## config.mk

```make
export PLATFORM = sky130hd
export DESIGN_NAME = fp_add_seq
export DESIGN_NICKNAME = d
export VERILOG_FILES = /design/src/rtl/fp_add_seq.sv
export SDC_FILE = /design/constraint.sdc
export NUM_CORES = 1
export LEC_CHECK = 0
export ABC_AREA = 1
export CORE_MARGIN = 3
export CORE_UTILIZATION = 60
export DETAILED_ROUTE_END_ITERATION = 8
export GPL_ROUTABILITY_DRIVEN = 0
export PLACE_DENSITY_LB_ADDON = 0.25
export SYNTH_ARGS = -nofsm -noshare
export SYNTH_HDL_FRONTEND = slang
export SYNTH_SLANG_ARGS = --single-unit
```

## constraint.sdc

```tcl
create_clock -name clk -period 18.85 [get_ports clk]
set_input_delay 4.7125 -clock clk [delete_from_list [all_inputs] [get_ports clk]]
set_output_delay 4.7125 -clock clk [all_outputs]
set_load 0.02 [all_outputs]
```

## src/rtl/fp_add_seq.sv

```systemverilog
// fp_add_seq: multi-cycle IEEE-754 single add/sub with valid/ready.
// Fixed six-state pipeline per request; flush-to-zero, RNE rounding.
module fp_add_seq #(
   parameter bit LATENCY_CHECK = 1'b1
) (
   input  logic        clk,
   input  logic        rst,
   input  logic        in_valid,
   output logic        in_ready,
   input  logic [31:0] para1,
   input  logic [31:0] para2,
   input  logic        sub,
   output logic        out_valid,
   input  logic        out_ready,
   output logic [31:0] out,
   output logic        under_overflow
);

   typedef enum logic [2:0] {
      IDLE, UNPACK, ALIGN, ADD, NORM, ROUND, DONE
   } state_t;

   state_t state;

   logic [31:0] a_q, b_q;
   logic        sub_q;

   logic        u_sa, u_sb;
   logic [7:0]  u_ea, u_eb;
   logic [23:0] u_ma, u_mb;
   logic        nan_a, nan_b, inf_a, inf_b;
   logic        u_spec;
   logic [31:0] u_res;

   logic        sa_q, sb_q, spec_q, zsign_q;
   logic [7:0]  ea_q, eb_q;
   logic [23:0] ma_q, mb_q;
   logic [31:0] spec_res_q;

   logic        a_big;
   logic        al_s;
   logic [7:0]  al_be, al_se, diff;
   logic [23:0] al_bm, al_sm;
   logic [26:0] fld, al_m;

   logic        big_s_q, eff_sub_q;
   logic [7:0]  big_e_q;
   logic [26:0] big_m_q, sml_m_q;

   logic [27:0]       sum_q;
   logic signed [9:0] exp_q;
   logic              sign_q;

   logic [4:0]        lz;
   logic [26:0]       n_m;
   logic signed [9:0] n_e;

   logic [26:0]       nm_q;
   logic signed [9:0] ne_q;
   logic              nzero_q;

   logic              up;
   logic [24:0]       rm;
   logic signed [9:0] r_e;
   logic [22:0]       r_f;
   logic [31:0]       r_out;
   logic              r_uf;

   // Field extraction, hidden bit, NaN/Inf detection and special result.
   always_comb begin
      u_sa   = a_q[31];
      u_sb   = b_q[31] ^ sub_q;
      u_ea   = a_q[30:23];
      u_eb   = b_q[30:23];
      u_ma   = (u_ea == 8'd0) ? 24'd0 : {1'b1, a_q[22:0]};
      u_mb   = (u_eb == 8'd0) ? 24'd0 : {1'b1, b_q[22:0]};
      nan_a  = (&u_ea) & (|a_q[22:0]);
      nan_b  = (&u_eb) & (|b_q[22:0]);
      inf_a  = (&u_ea) & ~(|a_q[22:0]);
      inf_b  = (&u_eb) & ~(|b_q[22:0]);
      u_spec = nan_a | nan_b | inf_a | inf_b;
      u_res  = 32'h7FC0_0000;
      if (!(nan_a | nan_b) && !(inf_a & inf_b & (u_sa ^ u_sb))) begin
         if (inf_a) u_res = {u_sa, 8'hFF, 23'd0};
         else       u_res = {u_sb, 8'hFF, 23'd0};
      end
   end

   // Order by magnitude and shift the smaller significand with sticky.
   always_comb begin
      a_big = {ea_q, ma_q} >= {eb_q, mb_q};
      al_s  = a_big ? sa_q : sb_q;
      al_be = a_big ? ea_q : eb_q;
      al_se = a_big ? eb_q : ea_q;
      al_bm = a_big ? ma_q : mb_q;
      al_sm = a_big ? mb_q : ma_q;
      diff  = al_be - al_se;
      fld   = {al_sm, 3'b000};
      if (diff >= 8'd27) begin
         al_m = {26'd0, |al_sm};
      end else begin
         al_m    = fld >> diff;
         al_m[0] = al_m[0] | (|(fld & ~(27'h7FF_FFFF << diff)));
      end
   end

   // Leading-one position of the 27-bit sum field.
   always_comb begin
      lz = 5'd0;
      for (int i = 0; i < 27; i++) begin
         if (sum_q[i]) lz = 5'(26 - i);
      end
   end

   // Normalise: one right shift on carry, else left shift to bit 26.
   always_comb begin
      if (sum_q[27]) begin
         n_m = sum_q[27:1] | {26'd0, sum_q[0]};
         n_e = exp_q + 10'sd1;
      end else begin
         n_m = sum_q[26:0] << lz;
         n_e = exp_q - $signed({5'd0, lz});
      end
   end

   // Round to nearest even, then apply overflow/underflow/special rules.
   always_comb begin
      up = nm_q[2] & (nm_q[1] | nm_q[0] | nm_q[3]);
      rm = {1'b0, nm_q[26:3]} + {24'd0, up};
      if (rm[24]) begin
         r_e = ne_q + 10'sd1;
         r_f = rm[23:1];
      end else begin
         r_e = ne_q;
         r_f = rm[22:0];
      end
      r_uf = 1'b0;
      if (spec_q) begin
         r_out = spec_res_q;
      end else if (nzero_q) begin
         r_out = {zsign_q, 31'd0};
      end else if (r_e >= 10'sd255) begin
         r_out = {sign_q, 8'hFF, 23'd0};
         r_uf  = 1'b1;
      end else if (r_e <= 10'sd0) begin
         r_out = {sign_q, 31'd0};
         r_uf  = 1'b1;
      end else begin
         r_out = {sign_q, r_e[7:0], r_f};
      end
   end

   // Datapath registers, each loaded in the state that produces them.
   always_ff @(posedge clk) begin
      case (state)
         IDLE: begin
            if (in_valid) begin
               a_q   <= para1;
               b_q   <= para2;
               sub_q <= sub;
            end
         end
         UNPACK: begin
            sa_q       <= u_sa;
            sb_q       <= u_sb;
            ea_q       <= u_ea;
            eb_q       <= u_eb;
            ma_q       <= u_ma;
            mb_q       <= u_mb;
            spec_q     <= u_spec;
            spec_res_q <= u_res;
            zsign_q    <= u_sa & u_sb;
         end
         ALIGN: begin
            big_s_q   <= al_s;
            big_e_q   <= al_be;
            big_m_q   <= {al_bm, 3'b000};
            sml_m_q   <= al_m;
            eff_sub_q <= sa_q ^ sb_q;
         end
         ADD: begin
            sum_q  <= eff_sub_q ? ({1'b0, big_m_q} - {1'b0, sml_m_q})
                                : ({1'b0, big_m_q} + {1'b0, sml_m_q});
            exp_q  <= $signed({2'b00, big_e_q});
            sign_q <= big_s_q;
         end
         NORM: begin
            nm_q    <= n_m;
            ne_q    <= n_e;
            nzero_q <= (sum_q == 28'd0);
         end
         default: ;
      endcase
   end

   // Control FSM with registered handshake outputs and result.
   always_ff @(posedge clk) begin
      if (rst) begin
         state          <= IDLE;
         in_ready       <= 1'b1;
         out_valid      <= 1'b0;
         out            <= 32'h0;
         under_overflow <= 1'b0;
      end else begin
         unique case (state)
            IDLE: begin
               if (in_valid) begin
                  state    <= UNPACK;
                  in_ready <= 1'b0;
               end
            end
            UNPACK: state <= ALIGN;
            ALIGN:  state <= ADD;
            ADD:    state <= NORM;
            NORM:   state <= ROUND;
            ROUND: begin
               state          <= DONE;
               out_valid      <= 1'b1;
               out            <= r_out;
               under_overflow <= r_uf;
            end
            DONE: begin
               if (out_ready) begin
                  state     <= IDLE;
                  out_valid <= 1'b0;
                  in_ready  <= 1'b1;
               end
            end
            default: state <= IDLE;
         endcase
      end
   end

   generate
      if (LATENCY_CHECK) begin : g_lat
         logic [2:0] lat_cnt;

         // Cycles since the last accept, saturating.
         always_ff @(posedge clk) begin
            if (rst)
               lat_cnt <= 3'd0;
            else if (in_valid && in_ready)
               lat_cnt <= 3'd1;
            else if (lat_cnt != 3'd0 && lat_cnt != 3'd7)
               lat_cnt <= lat_cnt + 3'd1;
         end

         // The result must be registered exactly five edges after accept.
         always_ff @(posedge clk) begin
            if (!rst && state == ROUND)
               assert (lat_cnt == 3'd5)
               else $error("fp_add_seq latency deviation %0d", lat_cnt);
         end
      end
   endgenerate

endmodule

```

==> results.txt <==
setup_tns - 0 ns
maximum VDD drop - 0.0928 mV
total number of vias - 17100
Cell Chain, Critical Path - clkdlybuf4s50_1
Antenna Nets Post-Route - 0
Worst Setup End Kind - output pin
initial core utilization - 0.620
CTS tree - built
Final Instance Area - 21700 µm²
Post-route DRC - 0
CTS HTree Levels - 2
CP max FO - 2
Max Freq - 0.162 GHz
# IOs - 104
Crit Path Class - reg -> out
crit path DAT - 1.46 ns
Post-CTS Hold Buffers - 0
Skew-Pair Late Insertion Delay - 0.52 ns
number of vias per cell - 5.96
global-route wire length before repair - 76200 µm
vias in the first global route - 16100
Yosys reg bits - 309
ant diodes - 0
min cycle time layout - 6.17 ns
cell count after synthesis - 2378
CTS root buffer - clkbuf_16
Post-Route WL - 47400 µm
Post-synth EDFFs - 271
Critical Path Start Type - register
final worst setup slack - 12.68 ns
Area after DPL - 20600 µm²
RR Startpoint - ea_q[0]
average cell area after synthesis - 8.10 µm²
WP data required - 14.14 ns
Slowest cell on crit path - clkdlybuf4s50_1
Leak Pwr - 9.21 nW
final hold vios - 0
initial antenna violation count - 0
die width - 185 µm
WL/cell - 16.5 µm
# fillers - 2432
worst slew pin tran - 1.05 ns
area of the multi-input gates - 8870 µm²
gr usage total - 0.273
GRT overflow - 0
Synth Flop Type - edfxtp_1
post-CTS sizing - 0
die area - 34300 µm²
initial DRC count - 2074
final critical-path share of the clock period - 0.328
Slew headroom - 0.300
fraction of layout cells with a size suffix above 1 - 0.0465
largest net degree at the start of global routing - 85
Max Cap Violations - 0
DR pass1 iterations - 7
worst path buffer plus inverter count - 1
hpwl dp - 34800 µm
PD cells - 100 nW/µm²
CP top delay family - buffers and inverters
Netlist Area Pre-Place - 19300 µm²
Critical Path Max Stage Delay - 0.61 ns
Power Total - 2.18 mW
IO Port Bufs - 103
Yosys warning total - 0
RSZ-0062 raised after global routing - false
max-slew violations - 0
# setup viols final - 0
Clock Tree Buf Depth - 3
syn_nets - 2540
Hold EP - exp_q[0]
Final Net Count - 2608
worst hold margin - 0.417 ns
Post-Place Setup Slack - 12.31 ns
cts bufs inserted - 35
Register Area - 8900 µm²
core area - 31100 µm²
crit path from - out[20]
# rows - 64
FFs w/ async S/R, synth - 0
status - complete, no violations
proportion of synthesized chip area in sequential cells - 0.462
area grow syn2layout - 12.8%
worst reg-to-reg setup slack - 13.35 ns
CTS sink count - 309
Distinct cells, synth - 58
Clock transition at path regs - 0.05 ns
hold path start - big_e_q[0]
CP Depth - 1
Setup Buffers After CTS - 0
Worst R2R End - sml_m_q[0]
hold path depth - 0
reg2reg path depth - 24
Worst Skew - 0.0253 ns
Die Ht - 185 µm
HP Class - reg -> reg
-- worst max-delay path by stage --
stage	to	slack, ns
after floorplan	a_q[0]	7.26
after global placement	b_q[4]	12.32
after detailed placement	out[26]	12.31
after CTS	out[0]	12.66
after global routing	out[1]	12.62
final	out[20]	12.68
-- cell families (layout without fill, tap and decap cells) --
group                    after synthesis  after routing  share of synthesized area
XOR/XNOR                              55             55                     0.0258
buffers and inverters                393            486                     0.0787
multiplexers                           1              1                   0.000520
flip-flops                           309            309                      0.462
adder cells (fa/ha/maj)               93             93                     0.0612
AO/OA/AOI/OAI                        383            383                      0.111
AND/OR/NAND/NOR                     1144           1144                      0.260
-- where the power goes --
part	internal (mW)	switching (mW)
logic	0.201	0.452
clock network	0.409	0.265
registers	0.821	0.0293
-- cell usage in the layout (no fill, tap or decap), drive strengths merged, types with 10 or more instances in the layout --
master         count
o21bai            20
dfxtp             38
or2               13
nand4             49
nor4              20
edfxtp           271
buf               19
a21oi            136
xor2              45
nand2            505
xnor2             10
nor3              19
clkbuf            41
o21ai            166
clkinv            19
inv              300
ha                91
a31oi             10
nand3            324
o211ai            12
clkdlybuf4s50    103
nor2             207
o2111ai           10
-- cells in the mapped netlist, types with 9 or more instances --
master / instances / share of area
edfxtp_1: 271 / 0.42
o21ai_1: 23 / 0.0060
o211ai_1: 12 / 0.0047
a21oi_1: 134 / 0.035
a31oi_1: 10 / 0.0032
nor2_1: 203 / 0.040
buf_1: 12 / 0.0023
xor2_1: 44 / 0.020
or2_2: 12 / 0.0039
ha_1: 91 / 0.059
nand2_1: 501 / 0.098
buf_2: 9 / 0.0023
dfxtp_1: 38 / 0.040
o21bai_1: 20 / 0.0078
nand4_1: 49 / 0.016
o21ai_0: 141 / 0.037
nor3_1: 17 / 0.0044
inv_1: 290 / 0.057
nor4_1: 20 / 0.0065
xnor2_1: 9 / 0.0041
clkbuf_1: 65 / 0.013
o2111ai_1: 10 / 0.0045
inv_2: 9 / 0.0018
nand3_1: 322 / 0.084
-- flip-flops by register name, summed over array words and instances (netlist names), 2 cells and up --
| signal | flops |
|---|---|
| mb_q | 24 |
| ne_q | 10 |
| ea_q | 8 |
| sml_m_q | 27 |
| b_q | 32 |
| spec_res_q | 2 |
| state | 3 |
| big_e_q | 8 |
| ma_q | 24 |
| eb_q | 8 |
| out | 32 |
| sum_q | 28 |
| big_m_q | 24 |
| exp_q | 8 |
| nm_q | 27 |
| a_q | 32 |
-- cell type report --
class                           instances  area share
Sequential cell                       309       0.410
Timing Repair Buffer                  122      0.0540
Clock inverter                         21      0.0103
Tap cell                              396      0.0228
Multi-Input combinational cell       1676       0.408
Clock buffer                           41      0.0428
Inverter                              302      0.0522
-- stage by stage --
stage	util	cells
floorplan	-	2378
global placement	0.662	2805
detailed placement	0.662	2805
CTS	0.699	2867
global route	0.699	2867
finish	0.699	2867
-- metal layers --
layer  global-route usage  wire [µm]
met4                0.127       2410
met2                0.500      23800
met5                    0          0
met3               0.0336       3270
met1                0.320      17900
No activity file was read; power rests on OpenSTA's default activity.
